==> config.mk <==
export PLATFORM = sky130hd
export DESIGN_NAME = gate_reduce_pipe
export DESIGN_NICKNAME = d
export VERILOG_FILES = /design/src/rtl/gate_pkg.sv /design/src/rtl/gate_reduce_lane.sv /design/src/rtl/gate_reduce_pipe.sv
export SDC_FILE = /design/constraint.sdc
export NUM_CORES = 1
export LEC_CHECK = 0
export ABC_AREA = 1
export CAP_MARGIN = 30
export CORE_MARGIN = 2
export CORE_UTILIZATION = 54
export DETAILED_ROUTE_END_ITERATION = 10
export GPL_TIMING_DRIVEN = 0
export PLACE_DENSITY = 0.88
export SLEW_MARGIN = 20
export SYNTH_ARGS = -nofsm -noshare
export SYNTH_HDL_FRONTEND = slang
export SYNTH_SLANG_ARGS = --single-unit
==> constraint.sdc <==
create_clock -name clk -period 2.3 [get_ports clk]
set_clock_uncertainty 0.2 [all_clocks]
set_input_delay 0.46 -clock clk [delete_from_list [all_inputs] [get_ports clk]]
set_output_delay 0.46 -clock clk [all_outputs]
set_load 0.05 [all_outputs]
==> src/rtl/gate_pkg.sv <==
// Gate op-codes and the legal-op check shared by the reduction pipeline and its lanes.
package gate_pkg;

  localparam logic [2:0] OP_AND  = 3'd0;
  localparam logic [2:0] OP_OR   = 3'd1;
  localparam logic [2:0] OP_XOR  = 3'd2;
  localparam logic [2:0] OP_NAND = 3'd3;
  localparam logic [2:0] OP_NOR  = 3'd4;
  localparam logic [2:0] OP_XNOR = 3'd5;

  function automatic logic is_legal_op(input logic [2:0] op);
    return (op <= OP_XNOR);
  endfunction

endpackage

==> src/rtl/gate_reduce_lane.sv <==
// One result bit: the selected gate folded across the same bit of every input word.
module gate_reduce_lane
  import gate_pkg::*;
#(
  parameter int NUM_IN = 4
) (
  input  logic [2:0]        op,
  input  logic [NUM_IN-1:0] bits,
  output logic              result
);

  always_comb begin
    result = 1'b0;
    case (op)
      OP_AND:  result = &bits;
      OP_OR:   result = |bits;
      OP_XOR:  result = ^bits;
      OP_NAND: result = ~&bits;
      OP_NOR:  result = ~|bits;
      OP_XNOR: result = ~^bits;
      default: result = 1'b0;  // illegal ops reduce to zero
    endcase
  end

endmodule

==> src/rtl/gate_reduce_pipe.sv <==
// Two-stage valid/ready pipeline reducing NUM_IN words under a selectable gate,
// with an illegal-op flag and a saturating accepted-beat counter.
module gate_reduce_pipe
  import gate_pkg::*;
#(
  parameter int WIDTH   = 8,
  parameter int NUM_IN  = 4,
  parameter int COUNT_W = 16
) (
  input  logic                      clk,
  input  logic                      rst_n,
  input  logic                      in_valid,
  output logic                      in_ready,
  input  logic [2:0]                in_op,
  input  logic [NUM_IN*WIDTH-1:0]   in_data,
  output logic                      out_valid,
  input  logic                      out_ready,
  output logic [WIDTH-1:0]          out_data,
  output logic                      out_op_err,
  output logic [COUNT_W-1:0]        beat_count
);

  logic                     s1_valid_reg;
  logic [2:0]               s1_op_reg;
  logic [NUM_IN*WIDTH-1:0]  s1_data_reg;
  logic                     s2_valid_reg;
  logic [WIDTH-1:0]         s2_data_reg;
  logic                     s2_err_reg;
  logic [COUNT_W-1:0]       beat_count_reg;

  logic                     s2_can_load;
  logic                     in_accept;
  logic [WIDTH-1:0]         reduce_next;
  logic                     err_next;

  // in_ready depends only on registered state and out_ready, never on in_valid
  assign s2_can_load = !s2_valid_reg || out_ready;
  assign in_ready    = !s1_valid_reg || s2_can_load;
  assign in_accept   = in_valid && in_ready;
  assign err_next    = !is_legal_op(s1_op_reg);

  generate
    for (genvar gi = 0; gi < WIDTH; gi++) begin : g_lane
      logic [NUM_IN-1:0] lane_bits;
      for (genvar gk = 0; gk < NUM_IN; gk++) begin : g_word
        assign lane_bits[gk] = s1_data_reg[gk*WIDTH + gi];
      end
      gate_reduce_lane #(.NUM_IN(NUM_IN)) u_lane (
        .op     (s1_op_reg),
        .bits   (lane_bits),
        .result (reduce_next[gi])
      );
    end
  endgenerate

  always_ff @(posedge clk or negedge rst_n) begin
    if (!rst_n) begin
      s1_valid_reg <= 1'b0;
      s1_op_reg    <= '0;
      s1_data_reg  <= '0;
    end else if (in_ready) begin
      // S1 either empties into S2 this edge or was already empty
      s1_valid_reg <= in_valid;
      if (in_valid) begin
        s1_op_reg   <= in_op;
        s1_data_reg <= in_data;
      end
    end
  end

  always_ff @(posedge clk or negedge rst_n) begin
    if (!rst_n) begin
      s2_valid_reg <= 1'b0;
      s2_data_reg  <= '0;
      s2_err_reg   <= 1'b0;
    end else if (s2_can_load) begin
      s2_valid_reg <= s1_valid_reg;
      if (s1_valid_reg) begin
        s2_data_reg <= reduce_next;
        s2_err_reg  <= err_next;
      end
    end
  end

  always_ff @(posedge clk or negedge rst_n) begin
    if (!rst_n) begin
      beat_count_reg <= '0;
    end else if (in_accept && (beat_count_reg != {COUNT_W{1'b1}})) begin
      beat_count_reg <= beat_count_reg + COUNT_W'(1);
    end
  end

  assign out_valid  = s2_valid_reg;
  assign out_data   = s2_data_reg;
  assign out_op_err = s2_err_reg;
  assign beat_count = beat_count_reg;

endmodule
==> impl_metrics.py <==
metrics = {
    "route": {
        "vias_per_cell": 5.191,
        "post_drt_wl_per_cell_um": 13.62,
        "detailedRoute.firstPassIterationCount": 5,
        "antenna_violating_nets_post_route": 0,
        "route.detailed.drc": 0,
        "routed_wirelength_um": 9685,
        "detail_route.iter0.violations": 261,
        "num_vias": 3691,
    },
    "synthesis": {
        "yosysWarnings": 0,
        "synth_seq_area_share_pct": 40.09,
        "postSynthNetCount": 604,
        "syn_avg_cell_area_sq_um": 7.274,
        "cell_variety_after_synth": 26,
        "syn-instance-count": 532,
        "netlist_area_sq_um": 3870,
        "synth_seq_cells": 62,
    },
    "place": {
        "place_ws_ns": -0.2573,
        "place_congestion": 0.9295,
        "dp_cells": 694,
        "port_buffers": 65,
        "place_area_sq_um": 4658,
        "dpl.hpwl_um": 7026,
    },
    "timing": {
        "setup_slack_ns": 0.02164,
        "post-route-min-period_ns": 2.278,
        "worst_margin_slew_ns": 0.6222,
        "setup-tns-final_ns": 0,
        "slew_headroom_pct": 58.52,
        "fmaxAchievable_mhz": 438.9,
        "hold_viol": 0,
        "final_min_period_over_clock_period_pct": 99.06,
        "final_setup_vio_count": 0,
        "slew_viol_final": 0,
    },
    "floorplan": {
        "core-area_sq_um": 6869,
        "top_level_ports": 66,
        "die_h_um": 88.66,
        "die_area_sq_um": 7860,
        "chipWidth_um": 88.66,
        "std_cell_rows": 30,
        "floorplan.initialDensity_pct": 56.34,
    },
    "cells_and_area": {
        "finish.instance_area_sq_um": 4845,
        "layout.nets": 682,
        "final_core_util_pct": 70.53,
        "count_of_antenna_diodes_in_the_layout": 0,
        "syn2layout_area_growth_pct": 25.19,
        "largest_register_ffs": 32,
        "instances_no_fill": 711,
        "layout-drive-gt1-share_pct": 6.829,
    },
    "cts": {
        "num_cts_buffers": 9,
        "cts_max_level": 3,
        "cts_num_sinks": 62,
        "clockBufferDepth": 2,
        "clock_insertion_delay_at_the_later_pin_of_the_skew_report_ns": 0.35,
        "tritoncts": "done",
        "clockRootBuffer": "clkbuf_8",
        "cts_setup_buffers": 0,
        "clk_transition_reported_paths_ns": 0.07,
    },
    "power": {
        "leakage_uw": 0.002609,
        "power_density_nw_per_um2": 821.5,
        "vdd_ir_drop_max_mv": 0.4804,
    },
    "job": {
        "cap_viol_max_count": 0,
    },
    "grt": {
        "groute.usage.overall_pct": 26.07,
        "grt_max_degree": 38,
        "globalRouteOverflowTotal": 0,
        "first_global_vias": 3499,
        "antenna_found_initial": 0,
        "grt_pass1_wl_um": 15680,
    },
    "setup_path": {
        "endpoint_kind": "output pin",
        "worst-path-buf-inv": 1,
        "path_cells": "clkdlybuf4s50_1",
        "arrival_ns": 1.62,
        "critPathKind": "reg2out",
        "critical_path.top_delay_family": "buffers and inverters",
        "cp_slowest_cell": "clkdlybuf4s50_1",
        "required_ns": 1.64,
        "crit_path_max_incr_delay_ns": 0.84,
        "startpoint_type": "flop",
        "critical_path_peak_fanout": 4,
    },
    "outcome": {
        "run_status": "complete, no violations",
    },
    "worst_hold_path": {
        "hold_path.class": "reg2reg",
    },
}
metal layers:
metal	GRT usage, %	wire [um]	vias up
met5	0	0	-
met2	42.61	4641	155
met1	33.87	4119	1720
met3	3.545	627	31
met4	13.22	297	0
li1	-	-	1785
worst paths after layout:
kind,from,to,slack (ns),depth (start not counted)
worst max-delay path,beat_count[8],beat_count[8],0.02,1
worst min register to register,out_data[0],out_data[0],0.28,2
worst max register to register,beat_count[1],beat_count[12],0.39,9
worst min-delay path,out_data[0],out_data[0],0.28,2
min in group asynchronous,rst_n,s1_data_reg[26],0.36,2
max in group asynchronous,rst_n,beat_count[15],1.02,3
where the power goes:
part | leakage [uW] | internal, uW | switching (uW)
Sequential | 0.000783 | 1300 | 155
Clock | 0.0000817 | 422 | 421
Combinational | 0.00174 | 582 | 1100
Total | 0.00261 | 2300 | 1680
synth_stat cells (all sizes together):
master / number / area [sq um]
nand2: 209 / 797.0
inv: 71 / 266.5
dfrtp: 62 / 1551
nor2: 55 / 231.5
o21ai: 46 / 249.0
ha: 33 / 412.9
nand3: 16 / 80.08
buf: 11 / 72.56
nand3b: 10 / 78.82
nand4: 5 / 31.28
xnor2: 5 / 43.79
clkbuf: 4 / 16.26
xor2: 3 / 26.28
nor3: 1 / 5.000
o31ai: 1 / 7.510
what timing repair did:
action	4_1_cts	5_1_grt
resized for setup	1	7
hold endpoints to repair	25	0
hold buffers	1	0
setup endpoints to repair	1	7
kinds of logic after synthesis:
kind of cell / synth area share (%)
XOR/XNOR: 1.811
flip-flops: 40.09
buffers and inverters: 9.182
AND/OR/NAND/NOR: 31.62
adder cells (fa/ha/maj): 10.67
AO/OA/AOI/OAI: 6.628
layout make-up:
type | instances | area (sq um)
buffer | 15 | 88.84
clock buffer | 15 | 156.4
clock inverter | 1 | 5.005
fill | 537 | 2024
inverter | 71 | 266.5
multi-input combinational | 384 | 1963
sequential | 62 | 1551
tap | 96 | 120.1
timing repair buffer | 67 | 693.2
cell usage in the layout, fill, tap and decap left out, types with 2 or more instances in the layout:
master / netlist / layout
buf_2: 7 / 7
buf_4: 2 / 3
buf_6: 2 / 2
clkbuf_1: 3 / 8
clkbuf_8: 0 / 10
clkdlybuf4s50_1: 0 / 57
dfrtp_1: 62 / 62
dlymetal6s2s_1: 0 / 6
ha_1: 33 / 33
inv_1: 69 / 69
inv_2: 2 / 2
nand2_1: 204 / 204
nand2_2: 5 / 5
nand3_1: 16 / 16
nand3b_1: 9 / 9
nand4_1: 5 / 5
nor2_1: 49 / 49
nor2_2: 4 / 4
nor2_4: 2 / 2
o21ai_0: 36 / 36
o21ai_1: 7 / 7
o21ai_2: 2 / 2
xnor2_1: 5 / 5
xor2_1: 3 / 3
metrics by stage:
stage	total power, uW	hold WS, ns
6_report	3980	0.2772
5_1_grt	4197	0.2969
4_1_cts	3970	0.2822
3_5_place_dp	3142	0.1919
3_3_place_gp	3069	0.2630
2_1_floorplan	2580	-0.03559
No activity file was read; power rests on OpenSTA's default activity.
